--- src/rtl/seg_pkg.sv ---
// Shared constants for the 7-segment scan capture: active-low segment patterns,
// symbol codes and the capture FSM state encoding.
// Patterns are ordered {g,f,e,d,c,b,a}. A segment is lit when its bit is 0.
package seg_pkg;

    localparam logic [6:0] SEG_0     = 7'h40;
    localparam logic [6:0] SEG_1     = 7'h79;
    localparam logic [6:0] SEG_2     = 7'h24;
    localparam logic [6:0] SEG_3     = 7'h30;
    localparam logic [6:0] SEG_4     = 7'h19;
    localparam logic [6:0] SEG_5     = 7'h12;
    localparam logic [6:0] SEG_6     = 7'h02;
    localparam logic [6:0] SEG_7     = 7'h78;
    localparam logic [6:0] SEG_8     = 7'h00;
    localparam logic [6:0] SEG_9     = 7'h10;
    localparam logic [6:0] SEG_BLANK = 7'h7F;
    localparam logic [6:0] SEG_UP    = 7'b1011100;
    localparam logic [6:0] SEG_DOWN  = 7'b1100011;

    localparam logic [3:0] SYM_BLANK   = 4'd12;
    localparam logic [3:0] SYM_ILLEGAL = 4'd13;
    localparam logic [3:0] SYM_UP      = 4'd14;
    localparam logic [3:0] SYM_DOWN    = 4'd15;

    typedef enum logic [1:0] {
        ST_IDLE   = 2'd0,
        ST_SETTLE = 2'd1,
        ST_ACCEPT = 2'd2,
        ST_HOLD   = 2'd3
    } state_t;

endpackage

--- src/rtl/seg7_to_sym.sv ---
// Purpose: map an active-low 7-segment pattern to a 4-bit symbol code.
// Latency: combinational, 0 cycles.
// Backpressure: none, pure lookup; unknown patterns decode to SYM_ILLEGAL.
// Ports: seg (pattern {g,f,e,d,c,b,a}), sym (0-9, 12 blank, 13 illegal, 14 up, 15 down).
module seg7_to_sym
    import seg_pkg::*;
(
    input  logic [6:0] seg,
    output logic [3:0] sym
);

    always_comb begin
        sym = SYM_ILLEGAL;
        case (seg)
            SEG_0:     sym = 4'd0;
            SEG_1:     sym = 4'd1;
            SEG_2:     sym = 4'd2;
            SEG_3:     sym = 4'd3;
            SEG_4:     sym = 4'd4;
            SEG_5:     sym = 4'd5;
            SEG_6:     sym = 4'd6;
            SEG_7:     sym = 4'd7;
            SEG_8:     sym = 4'd8;
            SEG_9:     sym = 4'd9;
            SEG_BLANK: sym = SYM_BLANK;
            SEG_UP:    sym = SYM_UP;
            SEG_DOWN:  sym = SYM_DOWN;
            default:   sym = SYM_ILLEGAL;
        endcase
    end

endmodule

--- src/rtl/seg_scan_capture.sv ---
// Purpose: rebuild four multiplexed 7-segment digits from sampled DIGIT/DISPLAY scan lines.
// Latency: symbol visible 2 + STABLE_CYC + 1 cycles after a scan line change.
// Backpressure: none; free-running monitor, samples every clk, never stalls the source.
// Ports: clk, rst (async active-low), DIGIT[3:0] / DISPLAY[6:0] (active-low scan inputs),
//        sym0..sym3, value, frame_valid, scan_lost, err; err_cnt[7:0] when
//        SEG_SCAN_ERRCNT_EN is defined (saturating count of err pulses).
module seg_scan_capture
    import seg_pkg::*;
#(
    parameter int STABLE_CYC  = 16,
    parameter int TIMEOUT_CYC = 1 << 20
) (
    input  logic       clk,
    input  logic       rst,
    input  logic [3:0] DIGIT,
    input  logic [6:0] DISPLAY,
    output logic [3:0] sym0,
    output logic [3:0] sym1,
    output logic [3:0] sym2,
    output logic [3:0] sym3,
    output logic [6:0] value,
    output logic       frame_valid,
    output logic       scan_lost,
    output logic       err
`ifdef SEG_SCAN_ERRCNT_EN
    ,
    output logic [7:0] err_cnt
`endif
);

    localparam int          CW     = $clog2(STABLE_CYC + 1);
    localparam logic [20:0] TO_MAX = 21'(TIMEOUT_CYC);

    // Two-flop synchronizer. Reset to the "nothing driven" pattern so the
    // first real scan after reset is seen as a change.
    logic [10:0] sync1, samp, prev;
    logic        changed;

    always_ff @(posedge clk or negedge rst) begin
        if (!rst) begin
            sync1 <= '1;
            samp  <= '1;
            prev  <= '1;
        end else begin
            sync1 <= {DIGIT, DISPLAY};
            samp  <= sync1;
            prev  <= samp;
        end
    end

    assign changed = (samp != prev);

    // Capture FSM
    state_t        state_q, state_d;
    logic [CW-1:0] cnt_q, cnt_d;
    logic          accept;

    always_ff @(posedge clk or negedge rst) begin
        if (!rst) begin
            state_q <= ST_IDLE;
            cnt_q   <= '0;
        end else begin
            state_q <= state_d;
            cnt_q   <= cnt_d;
        end
    end

    always_comb begin
        state_d = state_q;
        cnt_d   = cnt_q;
        accept  = 1'b0;
        case (state_q)
            ST_IDLE: begin
                if (changed) begin
                    state_d = ST_SETTLE;
                    cnt_d   = CW'(1);
                end
            end
            ST_SETTLE: begin
                if (changed) begin
                    cnt_d = CW'(1);
                end else if (cnt_q == CW'(STABLE_CYC - 1)) begin
                    state_d = ST_ACCEPT;
                end else begin
                    cnt_d = cnt_q + CW'(1);
                end
            end
            ST_ACCEPT: begin
                accept = 1'b1;
                // A change landing in the accept cycle starts a new settle
                // immediately rather than being lost in HOLD.
                if (changed) begin
                    state_d = ST_SETTLE;
                    cnt_d   = CW'(1);
                end else begin
                    state_d = ST_HOLD;
                end
            end
            ST_HOLD: begin
                if (changed) begin
                    state_d = ST_SETTLE;
                    cnt_d   = CW'(1);
                end
            end
            default: state_d = ST_IDLE;
        endcase
    end

    // During ACCEPT, prev holds the value that was stable for STABLE_CYC samples.
    logic [3:0] dec_sym;
    logic [1:0] dig_idx;
    logic       dig_ok;

    seg7_to_sym u_dec (
        .seg (prev[6:0]),
        .sym (dec_sym)
    );

    always_comb begin
        dig_idx = 2'd0;
        dig_ok  = 1'b1;
        case (prev[10:7])
            4'b1110: dig_idx = 2'd0;
            4'b1101: dig_idx = 2'd1;
            4'b1011: dig_idx = 2'd2;
            4'b0111: dig_idx = 2'd3;
            default: dig_ok  = 1'b0;
        endcase
    end

    // Symbol registers, frame tracking and scan timeout
    logic [3:0]  sym_q [4];
    logic [3:0]  seen_q;
    logic [3:0]  seen_nxt;
    logic [20:0] to_cnt;

    assign seen_nxt = seen_q | (4'b0001 << dig_idx);

    always_ff @(posedge clk or negedge rst) begin
        if (!rst) begin
            for (int i = 0; i < 4; i++) sym_q[i] <= SYM_BLANK;
            seen_q      <= '0;
            frame_valid <= 1'b0;
            err         <= 1'b0;
            to_cnt      <= '0;
        end else begin
            frame_valid <= 1'b0;
            err         <= 1'b0;
            if (accept) begin
                to_cnt <= '0;
                if (dig_ok) begin
                    sym_q[dig_idx] <= dec_sym;
                    err            <= (dec_sym == SYM_ILLEGAL);
                    if (seen_nxt == 4'b1111) begin
                        frame_valid <= 1'b1;
                        seen_q      <= '0;
                    end else begin
                        seen_q <= seen_nxt;
                    end
                end else begin
                    err <= 1'b1;
                end
            end else if (to_cnt != TO_MAX) begin
                to_cnt <= to_cnt + 21'd1;
            end
        end
    end

    assign scan_lost = (to_cnt == TO_MAX);

    assign sym0 = sym_q[0];
    assign sym1 = sym_q[1];
    assign sym2 = sym_q[2];
    assign sym3 = sym_q[3];

    assign value = (sym_q[0] < 4'd10 && sym_q[1] < 4'd10)
                 ? ({3'b0, sym_q[1]} * 7'd10 + {3'b0, sym_q[0]})
                 : 7'd0;

`ifdef SEG_SCAN_ERRCNT_EN
    always_ff @(posedge clk or negedge rst) begin
        if (!rst) begin
            err_cnt <= '0;
        end else if (err && err_cnt != 8'hFF) begin
            err_cnt <= err_cnt + 8'd1;
        end
    end
`endif

endmodule

--- config.mk ---
export PLATFORM = sky130hd
export DESIGN_NAME = seg_scan_capture
export DESIGN_NICKNAME = d
export VERILOG_FILES = /design/src/rtl/seg_pkg.sv /design/src/rtl/seg7_to_sym.sv /design/src/rtl/seg_scan_capture.sv
export SDC_FILE = /design/constraint.sdc
export NUM_CORES = 1
export LEC_CHECK = 0
export ABC_AREA = 1
export ABC_CLOCK_PERIOD_IN_PS = 2000
export CAP_MARGIN = 20
export CELL_PAD_IN_SITES_DETAIL_PLACEMENT = 0
export CELL_PAD_IN_SITES_GLOBAL_PLACEMENT = 2
export CORE_MARGIN = 8
export CORE_UTILIZATION = 31
export DETAILED_ROUTE_END_ITERATION = 8
export PLACE_DENSITY_LB_ADDON = 0.1
export SLEW_MARGIN = 0
export SYNTH_ARGS = -nofsm -noshare
export SYNTH_HDL_FRONTEND = slang
export SYNTH_SLANG_ARGS = --single-unit
--- constraint.sdc ---
create_clock -name clk -period 2 [get_ports clk]
set_clock_uncertainty 0.05 [all_clocks]
set_input_delay 0.4 -clock clk [delete_from_list [all_inputs] [get_ports clk]]
set_output_delay 0.4 -clock clk [all_outputs]
set_load 0.02 [all_outputs]
== Yosys cells after proc, flatten, opt, wreduce, memory -nomap -nowiden ==
Index checks and enable logic that the tools add are counted.
Operators by class
  reduce and logical (&&, ||, !) cells: 11
  equality and inequality tests: 30
  $mul: 1
  bitwise logic cells: 2
  mux-type cells: 25
  order comparisons: 4
  add/sub/neg operators: 3
  shift-type cells: 1
Operators with widths (number)
  case mux 4 bit (13 select lines): 1
  equality test 7 bit (second input constant): 6
  2-to-1 mux 21 bit: 2
  adder 21 x 1 -> 21 bit (second input constant): 1
  equality test 21 bit (second input constant): 1
  equality test 7 x 5 -> 1 bit (second input constant): 3
  != test 21 bit (second input constant): 1
  equality test 4 bit (second input constant): 5
  bitwise mux 16 bit: 1
  2-to-1 mux 5 bit: 3
  equality test 7 x 6 -> 1 bit (second input constant): 2
  case mux 2 bit (3 select lines): 2
  != test 11 bit: 1
  case mux 5 bit (2 select lines): 1
  demux 4 bit (select 2 bit): 1
  < comparator 4 bit (second input constant): 2
  2-to-1 mux 2 bit: 4
  2-to-1 mux 4 bit: 2
  adder 7 x 4 -> 7 bit: 1
  equality test 7 x 2 -> 1 bit (second input constant): 1
  zero test 7 bit: 1
  2-to-1 mux 1 bit: 7
  2-to-1 mux 7 bit: 1
  multiplier 4 x 3 -> 6 bit (second input constant): 1
  other kinds (21): 26
Word-level totals
  word-level logic and storage cells: 90
  bits of input ports: 13
  register bits: 83
  output and inout bits: 26

== Depth between registers and ports, before layout ==
  word-level depth: 8
  mapped depth: 11

== Modules after synthesis ==
A second synthesis with hierarchy kept.
Second synthesis, totals
  cell total of the unflattened synthesis: 499
  area, all modules: 4202.8 um^2
Modules (own cells, without submodules)
  seg_scan_capture: cells each 425, area each 3856.2 um^2, instances 1
  seg7_to_sym: cells each 74, area each 346.6 um^2, instances 1

== Worst setup path before layout ==
OpenSTA, ideal clock, no wires.
  path type: reg2out
  start: reg sym_q (netlist bit sym1[3])
  end: out value[6]
  cell stages (with the launch flop): 8
  data required time: 1550 ps
  data arrival time: 2183 ps
  slack: -633 ps
  path through: dfstp_2 ha_1 ha_1 inv_1 fa_1 inv_1 a31oi_1 nor3_1
On the way
  word-level cells in the longest chain between the ends: 3
Ends and longest elaborated chain
  start: declaration: line seg_scan_capture.sv:132  | logic [3:0] sym_q [4];
  start signal: indexed assignment: line seg_scan_capture.sv:152  | sym_q[dig_idx] <= dec_sym;
  multiplier 4 x 3 -> 6 bit / < comparator 4 bit (equally long branches): line seg_scan_capture.sv:177, seg_scan_capture.sv:176
  adder 7 x 4 -> 7 bit / logical AND 1 bit (equally long branches): line seg_scan_capture.sv:177, seg_scan_capture.sv:176
  2-to-1 mux 7 bit (*): line seg_scan_capture.sv:177  | ? ({3'b0, sym_q[1]} * 7'd10 + {3'b0, sym_q[0]})
  end: declaration: line seg_scan_capture.sv:21  | output logic [6:0] value,
Every way passes the cells marked *; elsewhere a longest branch is shown, timed or not.

== Worst setup path after layout ==
  start: reg sym_q (netlist bit sym1[2])
  end: out value[6]
The elaborated chain is that of the path after synthesis.

==> impl_results.md <==
* Comb power frac at 35.9%
* Net Count, Synth at 560
* Vias in the first global route at 3872
* Tot GR Track Use at 12.84%
* Final core occ at 42.01%
* Ys async rst share at 100.0%
* Number of port buffers at 38
* DP Area at 0.005339 mm2
* 1st-iter DRT viols at 114
* Largest net degree at the start of global routing at 43
* Initial core utilization at 31.45%
* Synth Area per Inst at 8.142 um2
* Tmin final at 2628 ps
* Sequential cell area at 0.002131 mm2
* Final WS setup at -628.3 ps
* Post-synth design cell area at 0.004332 mm2
* Status: finished with violations
* Critical R2R Capture: state_q[1]
* Setup violations, final at 7
* Share of layout cells above drive strength 1 at 29.02%
* Critical Path AT at 2180 ps
* CTS buffer count at 9
* Final WL at 10600 um
* Global placer's final weighted congestion at 0.8066
* Fin crit share at 131.4%
* Internal at 3.817 mW
* Worst r2r path cells at 8
* Post-synth top cells: nand2_1 (162), inv_1 (67), nor2_1 (58)
* CTS root buffer: clkbuf_16
* Switching portion of total power at 33.67%
* Vias at 3628
* Fmax at 0.3805 GHz
* Endpoint class of the critical path: primary output
* Switch Pwr at 1.937 mW
* Synth Warn # at 0
* Post-route DRC at 0
* Drt wl/cell at 13.02 um
* Clk network pwr share at 27.4%
* Ant. Diodes at 0
* Flop2flop setup slack at 190 ps
* CP Launch Type: register
* Failing checks: negative setup slack
* I/O pin cnt at 39
* Max-cap violations at 0
* WHS Endpoint: samp[4]
* Pre-CTS setup slack at -781.3 ps
* Setup TNS at -2313 ps
* Seq/Total Area, Yosys at 49.13%
* Post-synth EDFFs at 0
* Post-synth top area share at 24.87%
* Synth area leaders: dfstp_2 (25%), dfrtp_1 (24%), nand2_1 (14%)
* Most common cell in the netlist: nand2_1
* HP Class: reg -> reg
* Finished layout cell area at 0.005787 mm2
* Peak supply drop at 0.0004944 V
* Multi-input logic area at 0.002068 mm2
* Total gr overflow at 0
* Nets@finish at 657
* Main synth FF type: dfrtp_1
* Clk buf depth at 2
* WHS Path Cells at 0
* DR pass1 iterations at 4
* Final non-filler cell total at 814
* # rows at 43
* R2R Path Start: prev[10]
* DPL Wire Length at 8088 um
* Core footprint at 0.01377 mm2
* Die width at 134.2 um
* Worst hold margin at 305.0 ps
* Initial antenna violation count at 0
* Worst-path clk slew at 60 ps
* Sequential power share at 36.7%
* Synth-to-Final Area Change at 33.59%
* CP required at 1550 ps
* Critical-path maximum fanout at 3
* Final antenna-violating net count at 0
* Yosys cell types at 38
* First-pass GRT wire length at 18420 um
* Final hold vios at 0
* Dpl cells at 790
* Pleak at 2.811 nW
* Die area at 0.01801 mm2
* CTS H-tree lvls at 3
* Fin. max-slew vios at 0
* RSZ-0062 raised after global routing: true
* FF+latch count, synth at 83
* Clk_lat worst skew at 340 ps
* Total power at 5.754 mW
* HP Start: sync1[4]
* Largest area contributor in the netlist: dfstp_2
* Via/cell ratio at 4.457
* Least-Margin Pin Slew at 438.6 ps
* Setup CP Type: reg -> out
* Clk sinks at 83
* Fillers at 1443
* Cell Pwr Density at 994.3 mW/mm2
* CTS tree: done
* Slew margin rel. at 70.76%
* Syn Inst Count at 532
* Die span in y at 134.2 um
## power groups by stage
| stage | sequential [mW] | combinational (mW) | clock [mW] |
|---|---|---|---|
| 6_report | 2.11 | 2.07 | 1.58 |
| 3_3_place_gp | 2.13 | 1.94 | 0 |
| 5_1_grt | 2.14 | 2.31 | 1.71 |
| 3_5_place_dp | 2.14 | 1.95 | 0 |
| 2_1_floorplan | 2.21 | 0.981 | 0 |
| 4_1_cts | 2.11 | 2.05 | 1.65 |
## worst max path at each step
stage          startpoint  cells past startpoint  slack [ps]  endpoint
2_1_floorplan     sym1[3]                      7        -410  value[5]
4_1_cts           sym1[3]                      8        -650  value[5]
3_3_place_gp      sym1[3]                      8        -780  value[5]
6_report          sym1[2]                      8        -630  value[6]
3_5_place_dp      sym1[2]                      8        -780  value[6]
5_1_grt           sym1[3]                      8        -720  value[6]
## state kept, by name (all words and copies together) (netlist names)
signal	cells
samp	11
cnt_q	5
sym2	4
state_q	2
sym1	4
seen_q	4
sym3	4
prev	11
err	1
sym0	4
sync1	11
to_cnt	21
frame_valid	1
## timing repair
action / 4_1_cts / 5_1_grt
pin swaps: 16 / 4
setup endpoints to repair: 12 / 9
hold endpoints to repair: 16 / 0
hold buffers: 1 / 0
gates resized for setup: 69 / 13
setup buffers: 4 / 3
## area by class of cell
| class | count | area share [%] |
|---|---|---|
| Tap cell | 180 | 3.892 |
| Sequential cell | 83 | 36.82 |
| Clock buffer | 12 | 4.432 |
| Inverter | 78 | 5.124 |
| Clock inverter | 4 | 0.4324 |
| Multi-Input combinational cell | 369 | 35.74 |
| Timing Repair Buffer | 88 | 13.56 |
## critical path, cell delays in order, from the launching register on
cell	delay, ps
dfstp_2	550
ha_4	140
ha_4	120
inv_2	30
fa_2	550
inv_2	50
a31oi_1	190
nor3_2	50
buf_4	150
## layer usage
layer,track usage (%),routed length [um]
met1,14.76,4641
met2,22.40,5331
met3,3.403,448
met4,4.616,174
met5,0,0
## cell families after synthesis
group | count (synthesis) | share of synthesized area, %
and+or+nand+nor | 314 | 33.48
DFF | 83 | 49.13
buffers and inverters | 80 | 7.048
AOI/OAI and AO/OA | 32 | 4.044
adders and majority gates | 15 | 4.680
xor gates and xnor gates | 8 | 1.618
## placed cells by master (no fill, tap or decap), types with 2 or more instances in the layout
master,netlist,final
o21ai_1,1,2
clkinvlp_4,0,2
dlygate4sd2_1,0,4
dfstp_2,41,41
clkdlybuf4s50_1,0,23
or2_1,2,2
a31oi_1,2,2
nor3b_2,0,3
fa_2,0,2
nor3_2,2,4
buf_4,0,47
nand3_4,0,2
nor2_1,58,55
inv_1,67,63
inv_2,8,12
nand3_1,28,26
dfrtp_1,42,40
nor3_4,3,3
nand4_1,15,15
o21ai_0,9,7
ha_4,0,6
or2_2,3,3
nor2_2,8,9
clkbuf_16,0,9
nand2_2,6,9
xnor2_1,7,7
nand2_1,162,159
dfrtp_2,0,2
nor3_1,12,10
nor4_1,3,3
a21oi_1,16,16
ha_1,13,7
buf_6,0,11
clkbuf_8,0,2
nor2_4,2,4
nand2_4,3,3
clkinv_2,1,3
Note: power is estimated with default switching activity, not from simulation.
